[src/rtl/switch_route_pkg.sv]
// Shared definitions for the switch ID-routing path: route codes, TLP type
// constants and the bit positions of the header fields the router decodes.
package switch_route_pkg;

    // Route code carried on rt_dest.
    typedef enum logic [1:0] {
        FWD_DSP    = 2'd0,
        CFG0_DSP   = 2'd1,
        PASS_LOCAL = 2'd2,
        UR         = 2'd3
    } route_e;

    // TLP type field values (DW0[28:24]) of interest.
    localparam logic [4:0] CFG0   = 5'b00100;
    localparam logic [4:0] CFG1   = 5'b00101;
    localparam logic [4:0] CPL    = 5'b01010;
    localparam logic [4:0] CPLD   = 5'b01011;
    localparam logic [4:0] MSG_ID = 5'b10010;

    // Field positions within the 96-bit header (DW0 = [95:64], DW2 = [31:0]).
    localparam int TYPE_MSB    = 92;
    localparam int TYPE_LSB    = 88;
    localparam int TGT_BUS_MSB = 31;
    localparam int TGT_BUS_LSB = 24;
    localparam int DEV_MSB     = 23;
    localparam int DEV_LSB     = 19;

    // Unsigned inclusive window test; an inverted window (sec > sub) is empty.
    function automatic logic bus_in_range(input logic [7:0] bus,
                                          input logic [7:0] sec,
                                          input logic [7:0] sub);
        return (bus >= sec) && (bus <= sub);
    endfunction

endpackage

[src/rtl/dsp_route_classify.sv]
// Combinational route decision for one downstream-bound TLP header against a
// captured secondary/subordinate bus window. Type1 config requests aimed at
// the secondary bus itself are rewritten to Type0.
module dsp_route_classify
    import switch_route_pkg::*;
#(
    parameter int HDR_W = 96
) (
    input  logic [HDR_W-1:0] i_hdr,
    input  logic [7:0]       i_sec_bus,
    input  logic [7:0]       i_sub_bus,
    output route_e           o_route,
    output logic [HDR_W-1:0] o_hdr
);

    logic [4:0] w_type;
    logic [7:0] w_tgt_bus;
    logic [4:0] w_dev;
    logic       w_in_range;
    logic       w_is_sec;

    assign w_type     = i_hdr[TYPE_MSB:TYPE_LSB];
    assign w_tgt_bus  = i_hdr[TGT_BUS_MSB:TGT_BUS_LSB];
    assign w_dev      = i_hdr[DEV_MSB:DEV_LSB];
    assign w_in_range = bus_in_range(w_tgt_bus, i_sec_bus, i_sub_bus);
    assign w_is_sec   = (w_tgt_bus == i_sec_bus);

    // Pick the route from the TLP type and the bus window; only the
    // Type1-to-Type0 conversion modifies the header.
    always_comb begin
        o_route = PASS_LOCAL;
        o_hdr   = i_hdr;
        case (w_type)
            CFG1: begin
                if (w_is_sec) begin
                    if (w_dev == 5'd0) begin
                        o_route                    = CFG0_DSP;
                        o_hdr[TYPE_MSB:TYPE_LSB]   = CFG0;
                    end else begin
                        o_route = UR;
                    end
                end else if (w_in_range) begin
                    o_route = FWD_DSP;
                end else begin
                    o_route = UR;
                end
            end
            CPL, CPLD, MSG_ID: begin
                o_route = w_in_range ? FWD_DSP : PASS_LOCAL;
            end
            default: begin
                o_route = PASS_LOCAL;
            end
        endcase
    end

endmodule

[src/rtl/dsp_id_route_decoder.sv]
// ID-routing decoder for downstream-bound headers at the DSP side of the
// two-port switch. Two register stages: stage1 captures the header with a
// snapshot of sec/sub, stage2 holds the classified result and drives rt_*.
// Optional per-route statistics counters: define DSP_ROUTE_STATS_EN.
//
// Handshakes: a transfer happens on a cycle where valid & ready are both 1.
// A producer holds valid and data steady until that cycle; ready may depend
// combinationally on the consumer's ready (hdr_in_ready follows rt_ready).
module dsp_id_route_decoder
    import switch_route_pkg::*;
#(
    parameter int HDR_W  = 96,
    parameter int STAT_W = 16
) (
    input  logic                dsp_user_clk,
    input  logic                dsp_user_reset,
    input  logic                hdr_in_valid,
    output logic                hdr_in_ready,
    input  logic [HDR_W-1:0]    hdr_in_data,
    input  logic [7:0]          dsp_pri_bus,
    input  logic [7:0]          dsp_sec_bus,
    input  logic [7:0]          dsp_sub_bus,
    input  logic                all_bus_numbers_ready,
    output logic                rt_valid,
    input  logic                rt_ready,
    output logic [HDR_W-1:0]    rt_hdr,
    output logic [1:0]          rt_dest,
    output logic [4*STAT_W-1:0] stat_cnt
);

    logic             r_s1_valid;
    logic [HDR_W-1:0] r_s1_hdr;
    logic [7:0]       r_s1_sec;
    logic [7:0]       r_s1_sub;

    logic             r_s2_valid;
    logic [HDR_W-1:0] r_s2_hdr;
    route_e           r_s2_dest;

    logic             w_s2_pop;
    logic             w_s1_adv;
    logic             w_accept;
    route_e           w_cls_route;
    logic [HDR_W-1:0] w_cls_hdr;

    // The primary bus is carried for visibility only; routing never uses it.
    logic w_unused_pri;
    assign w_unused_pri = ^dsp_pri_bus;

    assign w_s2_pop     = r_s2_valid & rt_ready;
    assign w_s1_adv     = r_s1_valid & (~r_s2_valid | w_s2_pop);
    assign hdr_in_ready = all_bus_numbers_ready & ~dsp_user_reset
                        & (~r_s1_valid | w_s1_adv);
    assign w_accept     = hdr_in_valid & hdr_in_ready;

    // Stage1: capture header and the bus window seen in the accept cycle.
    always_ff @(posedge dsp_user_clk) begin
        if (dsp_user_reset) begin
            r_s1_valid <= 1'b0;
            r_s1_hdr   <= '0;
            r_s1_sec   <= '0;
            r_s1_sub   <= '0;
        end else if (w_accept) begin
            r_s1_valid <= 1'b1;
            r_s1_hdr   <= hdr_in_data;
            r_s1_sec   <= dsp_sec_bus;
            r_s1_sub   <= dsp_sub_bus;
        end else if (w_s1_adv) begin
            r_s1_valid <= 1'b0;
        end
    end

    dsp_route_classify #(
        .HDR_W (HDR_W)
    ) u_classify (
        .i_hdr     (r_s1_hdr),
        .i_sec_bus (r_s1_sec),
        .i_sub_bus (r_s1_sub),
        .o_route   (w_cls_route),
        .o_hdr     (w_cls_hdr)
    );

    // Stage2: hold the decision until downstream takes it.
    always_ff @(posedge dsp_user_clk) begin
        if (dsp_user_reset) begin
            r_s2_valid <= 1'b0;
            r_s2_hdr   <= '0;
            r_s2_dest  <= FWD_DSP;
        end else if (w_s1_adv) begin
            r_s2_valid <= 1'b1;
            r_s2_hdr   <= w_cls_hdr;
            r_s2_dest  <= w_cls_route;
        end else if (w_s2_pop) begin
            r_s2_valid <= 1'b0;
        end
    end

    assign rt_valid = r_s2_valid;
    assign rt_hdr   = r_s2_hdr;
    assign rt_dest  = r_s2_dest;

`ifdef DSP_ROUTE_STATS_EN
    localparam logic [STAT_W-1:0] STAT_ONE = STAT_W'(1);

    logic [STAT_W-1:0] r_stat [4];

    // Saturating per-route handshake counters, cleared only by reset.
    always_ff @(posedge dsp_user_clk) begin
        if (dsp_user_reset) begin
            for (int i = 0; i < 4; i++) begin
                r_stat[i] <= '0;
            end
        end else if (w_s2_pop && (r_stat[r_s2_dest] != '1)) begin
            r_stat[r_s2_dest] <= r_stat[r_s2_dest] + STAT_ONE;
        end
    end

    assign stat_cnt = {r_stat[3], r_stat[2], r_stat[1], r_stat[0]};
`else
    assign stat_cnt = '0;
`endif

endmodule
[config.mk]
export PLATFORM = sky130hd
export DESIGN_NAME = dsp_id_route_decoder
export DESIGN_NICKNAME = d
export VERILOG_FILES = /design/src/rtl/switch_route_pkg.sv /design/src/rtl/dsp_route_classify.sv /design/src/rtl/dsp_id_route_decoder.sv
export SDC_FILE = /design/constraint.sdc
export NUM_CORES = 1
export LEC_CHECK = 0
export CAP_MARGIN = 10
export CORE_MARGIN = 2
export CORE_UTILIZATION = 25
export CTS_BUF_LIST = sky130_fd_sc_hd__clkbuf_4 sky130_fd_sc_hd__clkbuf_8 sky130_fd_sc_hd__clkbuf_16
export DETAILED_ROUTE_END_ITERATION = 8
export SYNTH_ARGS = -nofsm -noshare
export SYNTH_HDL_FRONTEND = slang
export SYNTH_SLANG_ARGS = --single-unit
[constraint.sdc]
create_clock -name dsp_user_clk -period 2.2 [get_ports dsp_user_clk]
set_clock_uncertainty 0.05 [all_clocks]
set_input_delay 0.66 -clock dsp_user_clk [delete_from_list [all_inputs] [get_ports dsp_user_clk]]
set_output_delay 0.66 -clock dsp_user_clk [all_outputs]
set_load 0.02 [all_outputs]
==> results of run 1 <==
==> cells in the final DEF (no fill, tap or decap), types with 8 or more instances in the layout <==
master,n
a21oi_1,102
buf_12,11
buf_4,17
clkbuf_16,25
clkdlybuf4s50_1,123
conb_1,64
dfxtp_1,212
dlygate4sd2_1,53
dlymetal6s2s_1,37
ha_1,16
inv_1,17
nand2_1,401
nand3b_1,96
nor2_1,8
o31ai_1,8
o31ai_2,8
==> layer usage <==
metal  GRT usage  vias up
met3      0.0346       45
met5           0        -
li1            -     3634
met4      0.0427        8
met1       0.160     3380
met2       0.222      212
==> cells in the mapped netlist, types with 2 or more instances <==
cell type    n  area share
a21oi_1    102       0.060
buf_1        2     0.00088
buf_2       19       0.011
buf_4       73       0.065
clkbuf_1    39       0.017
dfxtp_1    212        0.50
ha_1        16       0.024
inv_1       17      0.0075
nand2_1    402        0.18
nand2b_1     2      0.0015
nand3b_1    96       0.085
nand4_1      5      0.0037
nor2_1       8      0.0035
nor2b_1      2      0.0015
nor3_1       2      0.0012
o211ai_1     2      0.0018
o21ai_0      2      0.0012
o31ai_1      8      0.0071
o31ai_2      8       0.012
or3_1        2      0.0015
==> timing repair <==
| action | in CTS | in global routing |
|---|---|---|
| cloned | 0 | 0 |
| endpoints found under the setup margin | 54 | 38 |
| hold buffers | 0 | 0 |
| resized for setup | 60 | 39 |
==> stage by stage <==
stage          worst slack (ns)  instance area [sq um]
2_1_floorplan             0.190                   8730
3_3_place_gp             -0.697                  11000
3_5_place_dp             -0.701                  11000
4_1_cts                0.000226                  11800
5_1_grt                 0.00367                  11900
6_report                 0.0296                  11900
==> cell families after synthesis <==
| logic type | count (synthesis) |
|---|---|
| AOI/OAI and AO/OA | 131 |
| adders and majority gates | 16 |
| buffers and inverters | 151 |
| DFF | 212 |
| muxes | 1 |
| other | 1 |
| and+or+nand+nor | 526 |
==> final cells by class <==
type / count / area (sq um) / share of cell area
Clock buffer: 35 / 732 / 0.0617
Sequential cell: 212 / 4240 / 0.358
Tap cell: 448 / 561 / 0.0473
Clock inverter: 9 / 104 / 0.00876
Inverter: 17 / 63.8 / 0.00538
Multi-Input combinational cell: 738 / 3630 / 0.306
Timing Repair Buffer: 243 / 2520 / 0.213
==> tightest hold or removal path: stages (launching register included) <==
cell and delay (ns):
dfxtp_1 0.30, nand2_1 0.05, a21oi_1 0.05
==> registers in the layout, summed over array words and instances, names as in the netlist <==
| signal | cells |
|---|---|
| rt_valid | 1 |
| rt_dest | 2 |
| rt_hdr | 96 |
| r_s1_sub | 8 |
| r_s1_hdr | 96 |
| r_s1_sec | 8 |
| r_s1_valid | 1 |
==> worst max-delay path by stage <==
stage / depth (start not counted) / slack (ns) / to
CTS: 1 / 0.0002 / rt_hdr[8]
floorplan: 3 / 0.19 / hdr_in_ready
detailed placement: 5 / -0.70 / hdr_in_ready
finish: 3 / 0.03 / hdr_in_ready
global placement: 5 / -0.70 / hdr_in_ready
global route: 1 / 0.004 / rt_hdr[37]
==> power groups by stage <==
stage	logic [mW]	registers [mW]	clock network, mW
2_1_floorplan	0.560	4.14	0
3_3_place_gp	0.916	4.13	0
3_5_place_dp	0.923	4.13	0
4_1_cts	0.920	4.05	4.37
5_1_grt	0.993	4.06	4.52
6_report	0.901	4.05	4.23
==> results by group, run 1 <==
Status
  • Outcome: complete, no violations

Critical path
  • CP max FO: 2
  • CP delay by family, top: buffers and inverters
  • Crit path DAT: 1.46 ns
  • CP startpoint: all_bus_numbers_ready
  • CP required: 1.49 ns
  • Reg2Reg Depth: 5
  • Critical path's largest stage delay: 0.50 ns
  • Reg2reg end: rt_hdr[88]
  • Reg-to-Reg Start: r_s1_hdr[29]
  • Buf/Inv on CP: 2
  • Slowest library cell on the worst path: clkdlybuf4s50_1
  • CP Cell Sequence: clkdlybuf4s50_1, and3b_1, buf_4
  • Reg2reg setup slack: 0.27 ns
  • CP Class: input pin to primary output
  • Critical Path Source Type: input pin
  • Setup crit end kind: primary output

Timing
  • Worst Max-Slew Pin Slew: 0.849 ns
  • Endpoints failing setup: 0
  • Rel. slew slack: 0.434
  • Slew Limit Fails: 0
  • Period utilization: 0.987
  • Fmax achieved: 0.461 GHz
  • Tmin final: 2.17 ns
  • RSZ-0062 raised after global routing: no
  • Hold slack: 0.401 ns
  • TNS Setup: 0 ns
  • Final Hold Violating Endpoints: 0

Routing
  • 1st-iter DRT viols: 301
  • Routed met1 length: 10300 um
  • Wire length per cell: 14.1 um
  • DRC errors left: 0
  • DR top layer: met5
  • Routed vias: 7279
  • Vias per inst: 4.28
  • Final ANT Viol Nets: 0
  • Pre-antenna DRT Iters: 5
  • Routed length on met3: 1650 um
  • Total Wirelength: 24000 um
  • Met2 WL: 11300 um

Pwr
  • Sw Pwr: 2.24 mW
  • Worst vdd ir: 0.536 mV
  • PD cells: 774 nW/um^2
  • Switching share of power: 0.244
  • Leak: 5.60 nW
  • Clock Power Share: 0.461
  • Power, Total: 9.18 mW
  • Sequential power share: 0.441
  • Combinational fraction of design power: 0.098
  • Int Power: 6.94 mW

Floorplanning
  • Die Y: 188 um
  • Initial Util: 0.253
  • Rows: 67
  • Core Region: 33500 sq um
  • DIE AREA: 35500 sq um
  • Number of I/O pins: 289
  • DIE WIDTH: 188 um

GRT
  • Pin count of the biggest net entering global routing: 128
  • Total global-route track usage: 0.130
  • Vias in the first global route: 7145
  • First-pass GRT wire length: 37700 um
  • Initial antenna violation count: 5
  • Overflow after GRT: 0

Final layout
  • Share of layout cells above drive strength 1: 0.0702
  • Diodes inserted: 0
  • Area delta synth->final: 39.7%
  • Nets@finish: 1378
  • Fillers: 3481
  • Final std cells w/o fill: 1702
  • Layout Utilization: 0.354

Synth
  • Synthesized area per cell: 8.18 sq um
  • Largest family of logic cells by synthesized area: simple AND/OR/NAND/NOR gates
  • Netlist cell types: 39
  • Simple-Gate Fraction of Synth Area: 0.282
  • Synth Area in Adders: 0.0236
  • FFs w/ async S/R, synth: 0
  • Xor/xnor cell area share of the yosys netlist: 0
  • Multiplexer share of the synthesized area: 0.00118
  • Compound-gate portion of the synthesized area: 0.0902
  • Ys flop type: dfxtp_1
  • Synth warn: 0
  • Sequential area share after synthesis: 0.500
  • Number of enable flip-flop cells after synthesis: 0
  • Post-Syn Area: 8490 sq um
  • #FFs+latches synth: 212
  • Mapped Cells: 1038

Flow run
  • Max Cap Viol: 0

Hold path
  • Hold path depth: 2
  • Hold Path Class: flop to flop
  • Hold Startpoint: rt_hdr[88]
  • Min-Delay Endpoint: rt_hdr[88]

Clock network
  • CTS max path bufs: 3
  • Clock Latency Late Sink: 0.52 ns
  • CTS tree: done
  • H-tree depth: 1
  • Sink Count: 212
  • Clk root buf: clkbuf_16
  • Clock buffer count from CTS: 25
  • Clock transition at path regs: 0.06 ns
  • Post-CTS Setup Bufs: 0

Placed design
  • PortBufs: 216
  • Post-Place Cells: 1658
  • Global placement routability congestion: 0.721
  • Detailed placement HPWL: 15900 um
(Power assumes the default switching activity.)
==> run 2: changes to the inputs <==
- clock period: 2.2 -> 2.7 ns (I/O delays scaled with it)
==> results by group, run 2 (synthesis gave the netlist of run 1 again) <==
Final layout
  • Most frequent cells in the layout: nand2_1, clkdlybuf4s50_1, dfxtp_1
  • Share of layout cells above drive strength 1: 0.0649 (-0.00527)
  • Layout Utilization: 0.352 (-0.00164)
  • Most common cell after layout, fill and taps aside: nand2_1
  • Area delta synth->final: 39.0%
  • Diodes inserted: 0 (unchanged)
  • Nets@finish: 1371 (-0.51%)

Routing
  • Vias per inst: 4.27 (about the same)
  • Pre-antenna DRT Iters: 5 (unchanged)
  • Met2 WL: 11200 um (-0.86%)
  • Final ANT Viol Nets: 0 (unchanged)
  • DR top layer: met5
  • 1st-iter DRT viols: 376 (+25%)
  • Routed met1 length: 10100 um (-1.5%)
  • Routed vias: 7248 (-0.43%)
  • Wire length per cell: 13.9 um (-1.6%)
  • Routed length on met3: 1670 um (+1.2%)
  • Total Wirelength: 23600 um (-1.9%)
  • DRC errors left: 0 (unchanged)

Floorplanning
  • Initial Util: 0.253 (unchanged)
  • DIE AREA: 35500 sq um (unchanged)
  • Number of I/O pins: 289 (unchanged)
  • Core Region: 33500 sq um (unchanged)
  • Rows: 67 (unchanged)
  • Die Y: 188 um (unchanged)
  • DIE WIDTH: 188 um (unchanged)

Clock network
  • CTS max path bufs: 3 (unchanged)
  • H-tree depth: 1 (unchanged)
  • Clk root buf: clkbuf_16
  • Clock transition at path regs: 0.06 ns (about the same)
  • CTS tree: done
  • Clock buffer count from CTS: 26 (+4.0%)
  • Post-CTS Setup Bufs: 0 (unchanged)
  • Clock Latency Late Sink: 0.52 ns (about the same)
  • Sink Count: 212 (unchanged)

Hold path
  • Hold Path Class: flop to flop

Timing
  • Tmin final: 2.47 ns
  • Period utilization: 0.914
  • Hold slack: 0.401 ns (+0.000832 ns)
  • Final setup margin: 0.231 ns (+0.202 ns)
  • Endpoints failing setup: 0 (unchanged)
  • RSZ-0062 raised after global routing: no
  • Fmax achieved: 0.405 GHz
  • Slew Limit Fails: 0 (unchanged)
  • Rel. slew slack: 0.358 (-0.0758)
  • Worst Max-Slew Pin Slew: 0.962 ns (+0.114 ns)
  • Final Hold Violating Endpoints: 0 (unchanged)

GRT
  • Overflow after GRT: 0 (unchanged)
  • First-pass GRT wire length: 37100 um (-1.7%)
  • Pin count of the biggest net entering global routing: 216 (+69%)
  • Total global-route track usage: 0.128 (-0.00190)
  • Initial antenna violation count: 2 (-3)
  • Vias in the first global route: 6986 (-2.2%)

Critical path
  • CP required: 1.84 ns (+0.35 ns)
  • CP max FO: 2 (unchanged)
  • Setup crit end kind: primary output
  • Slowest library cell on the worst path: clkdlybuf4s50_1
  • Critical path's largest stage delay: 0.48 ns (-0.02 ns)
  • Buf/Inv on CP: 2 (unchanged)
  • CP Class: input pin to primary output
  • CP Cell Sequence: clkdlybuf4s50_1, and3b_1, buf_2
  • CP delay by family, top: buffers and inverters
  • Critical Path Source Type: input pin
  • Crit path DAT: 1.61 ns (+0.15 ns)

Status
  • Outcome: complete, no violations

Placed design
  • Detailed placement HPWL: 15400 um (-2.7%)
  • Pre-CTS setup slack: -0.484 ns (+0.216 ns)
  • PortBufs: 216 (unchanged)
  • Global placement routability congestion: 0.719 (-0.26%)

Flow run
  • Max Cap Viol: 0 (unchanged)

Pwr
  • Power, Total: 7.47 mW (-19%)
  • Leak: 4.64 nW (-17%)
  • PD cells: 633 nW/um^2 (-18%)
  • Worst vdd ir: 0.380 mV (-29%)
==> run 2: cell count changes in the layout (fill, tap and decap cells not counted), moves of 2 or more <==
cell and delta:
clkbuf_16 +2, clkbuf_4 -2, dlygate4sd2_1 -53, dlymetal6s2s_1 -36, buf_4 -9, clkdlybuf4s50_1 +90, clkinvlp_4 +4
==> run 2: path summary, 6_finish.rpt <==
path                         startpoint      endpoint  slack (ns)  cells past startpoint
setup / recovery  all_bus_numbers_ready  hdr_in_ready        0.23                      3
hold / removal               rt_hdr[91]    rt_hdr[91]        0.40                      2
setup reg to reg           r_s1_hdr[29]    rt_hdr[88]        0.73                      5
hold reg to reg              rt_hdr[91]    rt_hdr[91]        0.40                      2
==> run 2: final cells by class <==
class | count | area, sq um
Tap cell | 448 | 561
Multi-Input combinational cell | 738 | 3640
Inverter | 17 | 63.8
Fill cell | 3489 | 21700
Clock buffer | 34 | 753
Clock inverter | 12 | 104
Sequential cell | 212 | 4240
Timing Repair Buffer | 235 | 2440
==> run 2: power by group <==
part	total, mW	internal, mW	switching [mW]
clock	3.43	2.06	1.37
combinational	0.735	0.340	0.394
sequential	3.30	3.24	0.0619
total	7.47	5.64	1.83
==> run 2: timing repair <==
item,in CTS,in global routing
resized for setup,5,2
hold buffers,0,0
endpoints found under the setup margin,1,1
gates cloned,0,0
==> run 2: metal layers <==
metal / up-vias / global-route usage
met3: 38 / 0.0322
met5: - / 0
met4: 2 / 0.0418
met2: 220 / 0.218
li1: 3620 / -
met1: 3368 / 0.159
==> run 2: metrics by stage <==
stage / instance area [sq um] / std cells / setup TNS (ns)
global route: 11800 / 1696 / 0
global placement: 10900 / 1650 / -0.488
CTS: 11800 / 1696 / 0
detailed placement: 10900 / 1650 / -0.484
floorplan: 8730 / 1101 / 0
finish: 11800 / 1696 / 0
==> run 2: worst reg2reg max path, delay by kind of cell, from the launching register on <==
family | cells | cell delay, ns
adders and majority gates | 1 | 0.31
and+or+nand+nor | 2 | 0.56
AOI/OAI and AO/OA | 2 | 0.52
DFF | 1 | 0.35
==> run 3: changes to the inputs <==
- SETUP_SLACK_MARGIN: unset -> 0.4
==> results by group, run 3 (synthesis gave the netlist of run 1 again) <==
Status
  • Outcome: complete, no violations

Timing
  • Period utilization: 0.836 (-0.0784)
  • Endpoints failing setup: 0 (unchanged)
  • Tmin final: 2.26 ns (-0.212 ns)
  • Worst Max-Slew Pin Slew: 0.890 ns (-0.0723 ns)
  • RSZ-0062 raised after global routing: no
  • Slew Limit Fails: 0 (unchanged)
  • Final Hold Violating Endpoints: 0 (unchanged)
  • Rel. slew slack: 0.407 (+0.0482)
  • Fmax achieved: 0.443 GHz (+9.4%)
  • TNS Setup: 0 ns (unchanged)

GRT
  • First-pass GRT wire length: 37100 um (+0.17%)
  • Vias in the first global route: 6970 (-0.23%)
  • Pin count of the biggest net entering global routing: 214 (-0.93%)
  • Total global-route track usage: 0.129 (about the same)
  • Initial antenna violation count: 2 (unchanged)
  • Overflow after GRT: 0 (unchanged)

Critical path
  • Setup crit end kind: primary output
  • Reg-to-Reg Start: r_s1_hdr[24]
  • Crit path DAT: 1.40 ns (-0.21 ns)
  • Critical Path Source Type: input pin
  • CP Class: input pin to primary output
  • CP max FO: 2 (unchanged)
  • CP startpoint: rt_ready
  • CP required: 1.84 ns (about the same)

Placed design
  • PortBufs: 216 (unchanged)
  • Global placement routability congestion: 0.732 (+1.9%)
  • Detailed placement HPWL: 15000 um (-2.6%)

Floorplanning
  • Initial Util: 0.253 (unchanged)
  • Core Region: 33500 sq um (unchanged)
  • Rows: 67 (unchanged)
  • Die Y: 188 um (unchanged)
  • DIE AREA: 35500 sq um (unchanged)
  • DIE WIDTH: 188 um (unchanged)
  • Number of I/O pins: 289 (unchanged)

Clock network
  • H-tree depth: 1 (unchanged)
  • CTS max path bufs: 3 (unchanged)
  • CTS tree: done
  • Sink Count: 212 (unchanged)
  • Clock transition at path regs: 0.06 ns (about the same)
  • Post-CTS Hold Fix Bufs: 0 (unchanged)
  • Clk root buf: clkbuf_16
  • Clock buffer count from CTS: 25 (-3.8%)
  • Clock Latency Late Sink: 0.52 ns (about the same)

Final layout
  • Area delta synth->final: 37.6%
  • Share of layout cells above drive strength 1: 0.0635 (-0.00140)
  • Most common cell after layout, fill and taps aside: nand2_1
  • Layout Utilization: 0.349 (-0.00347)
  • Fillers: 3501 (+0.34%)
  • Most frequent cells in the layout: nand2_1, dfxtp_1, clkdlybuf4s50_1
  • Diodes inserted: 0 (unchanged)
  • Nets@finish: 1369 (-0.15%)

Hold path
  • Hold Path Class: flop to flop
  • Hold Startpoint: r_s1_hdr[69]

Pwr
  • PD cells: 649 nW/um^2 (+2.6%)
  • Combinational fraction of design power: 0.094 (-0.004)
  • Leak: 5.13 nW (+10%)
  • Clock Power Share: 0.471 (+0.012)
  • Int Power: 5.83 mW (+3.4%)
  • Switching share of power: 0.232 (-0.0132)
  • Sw Pwr: 1.76 mW (-3.9%)
  • Sequential power share: 0.435 (-0.007)
  • Worst vdd ir: 0.375 mV (-1.3%)
  • Power, Total: 7.59 mW (+1.6%)

Routing
  • Vias per inst: 4.26 (-0.30%)
  • 1st-iter DRT viols: 341 (-9.3%)
  • Total Wirelength: 23500 um (-0.18%)
  • Pre-antenna DRT Iters: 4 (-1)
  • DRC errors left: 0 (unchanged)
  • Final ANT Viol Nets: 0 (unchanged)
  • Wire length per cell: 13.9 um (about the same)
  • Routed vias: 7209 (-0.54%)

Flow run
  • Max Cap Viol: 0 (unchanged)
## run 3: cell types whose count changed in the layout (fill, tap and decap cells not counted), moves of 2 or more
cell / before / now
clkdlybuf4s50_1: 213 / 113
clkbuf_4: 3 / 6
dlygate4sd2_1: 0 / 99
clkbuf_16: 27 / 25
clkinvlp_4: 6 / 0
bufinv_16: 1 / 4
## run 3: per-stage QoR
step	hold slack, ns	std cells	cell area, sq um	setup WS (ns)
5_1_grt	0.419	1692	11700	0.409
4_1_cts	0.395	1691	11700	0.263
3_3_place_gp	0.385	1648	10900	-0.354
2_1_floorplan	0.382	1101	8730	0.420
3_5_place_dp	0.394	1648	10900	-0.339
6_report	0.396	1692	11700	0.443
## run 3: path summary, 6_finish.rpt
check                       to  slack (ns)  depth (start not counted)
setup / recovery  hdr_in_ready        0.44                          5
hold / removal      rt_hdr[69]        0.40                          2
setup reg to reg    rt_dest[0]        0.80                          6
hold reg to reg     rt_hdr[69]        0.40                          2
## run 3: routing by layer
layer | track usage | routed length (um) | part of all wire | vias to the layer above
li1 | - | - | - | 3611
met1 | 0.160 | 10500 | 0.45 | 3345
met2 | 0.211 | 10600 | 0.45 | 202
met3 | 0.0367 | 1610 | 0.068 | 47
met4 | 0.0460 | 826 | 0.035 | 4
met5 | 0 | 24 | 0.0010 | -
## run 3: worst max-delay path, cell delays in order
cell      delay (ns)
clkbuf_2        0.10
nor2b_4         0.12
nand2_2         0.06
and3b_1         0.18
buf_6           0.13
## run 3: power groups by stage
stage	clock network, mW	logic (mW)	registers, mW
finish	3.57	0.712	3.30
global route	3.81	0.785	3.31
CTS	3.68	0.723	3.30
detailed placement	0	0.732	3.37
global placement	0	0.727	3.37
floorplan	0	0.456	3.38
## run 3: final cells by class
type,instances,area [sq um],area share
well taps,448,561,0.0480
clock inverters,7,135,0.0116
repair buffers,234,2310,0.198
clock buffers,36,739,0.0633
flip-flops and latches,212,4250,0.363
inverters,17,63.8,0.00546
multi-input cells,738,3630,0.311
## run 3: what timing repair did
action | CTS | global route
pin swaps | 0 | 1
resized for setup | 105 | 6
endpoints found under the setup margin | 100 | 1
setup buffers | 0 | 1
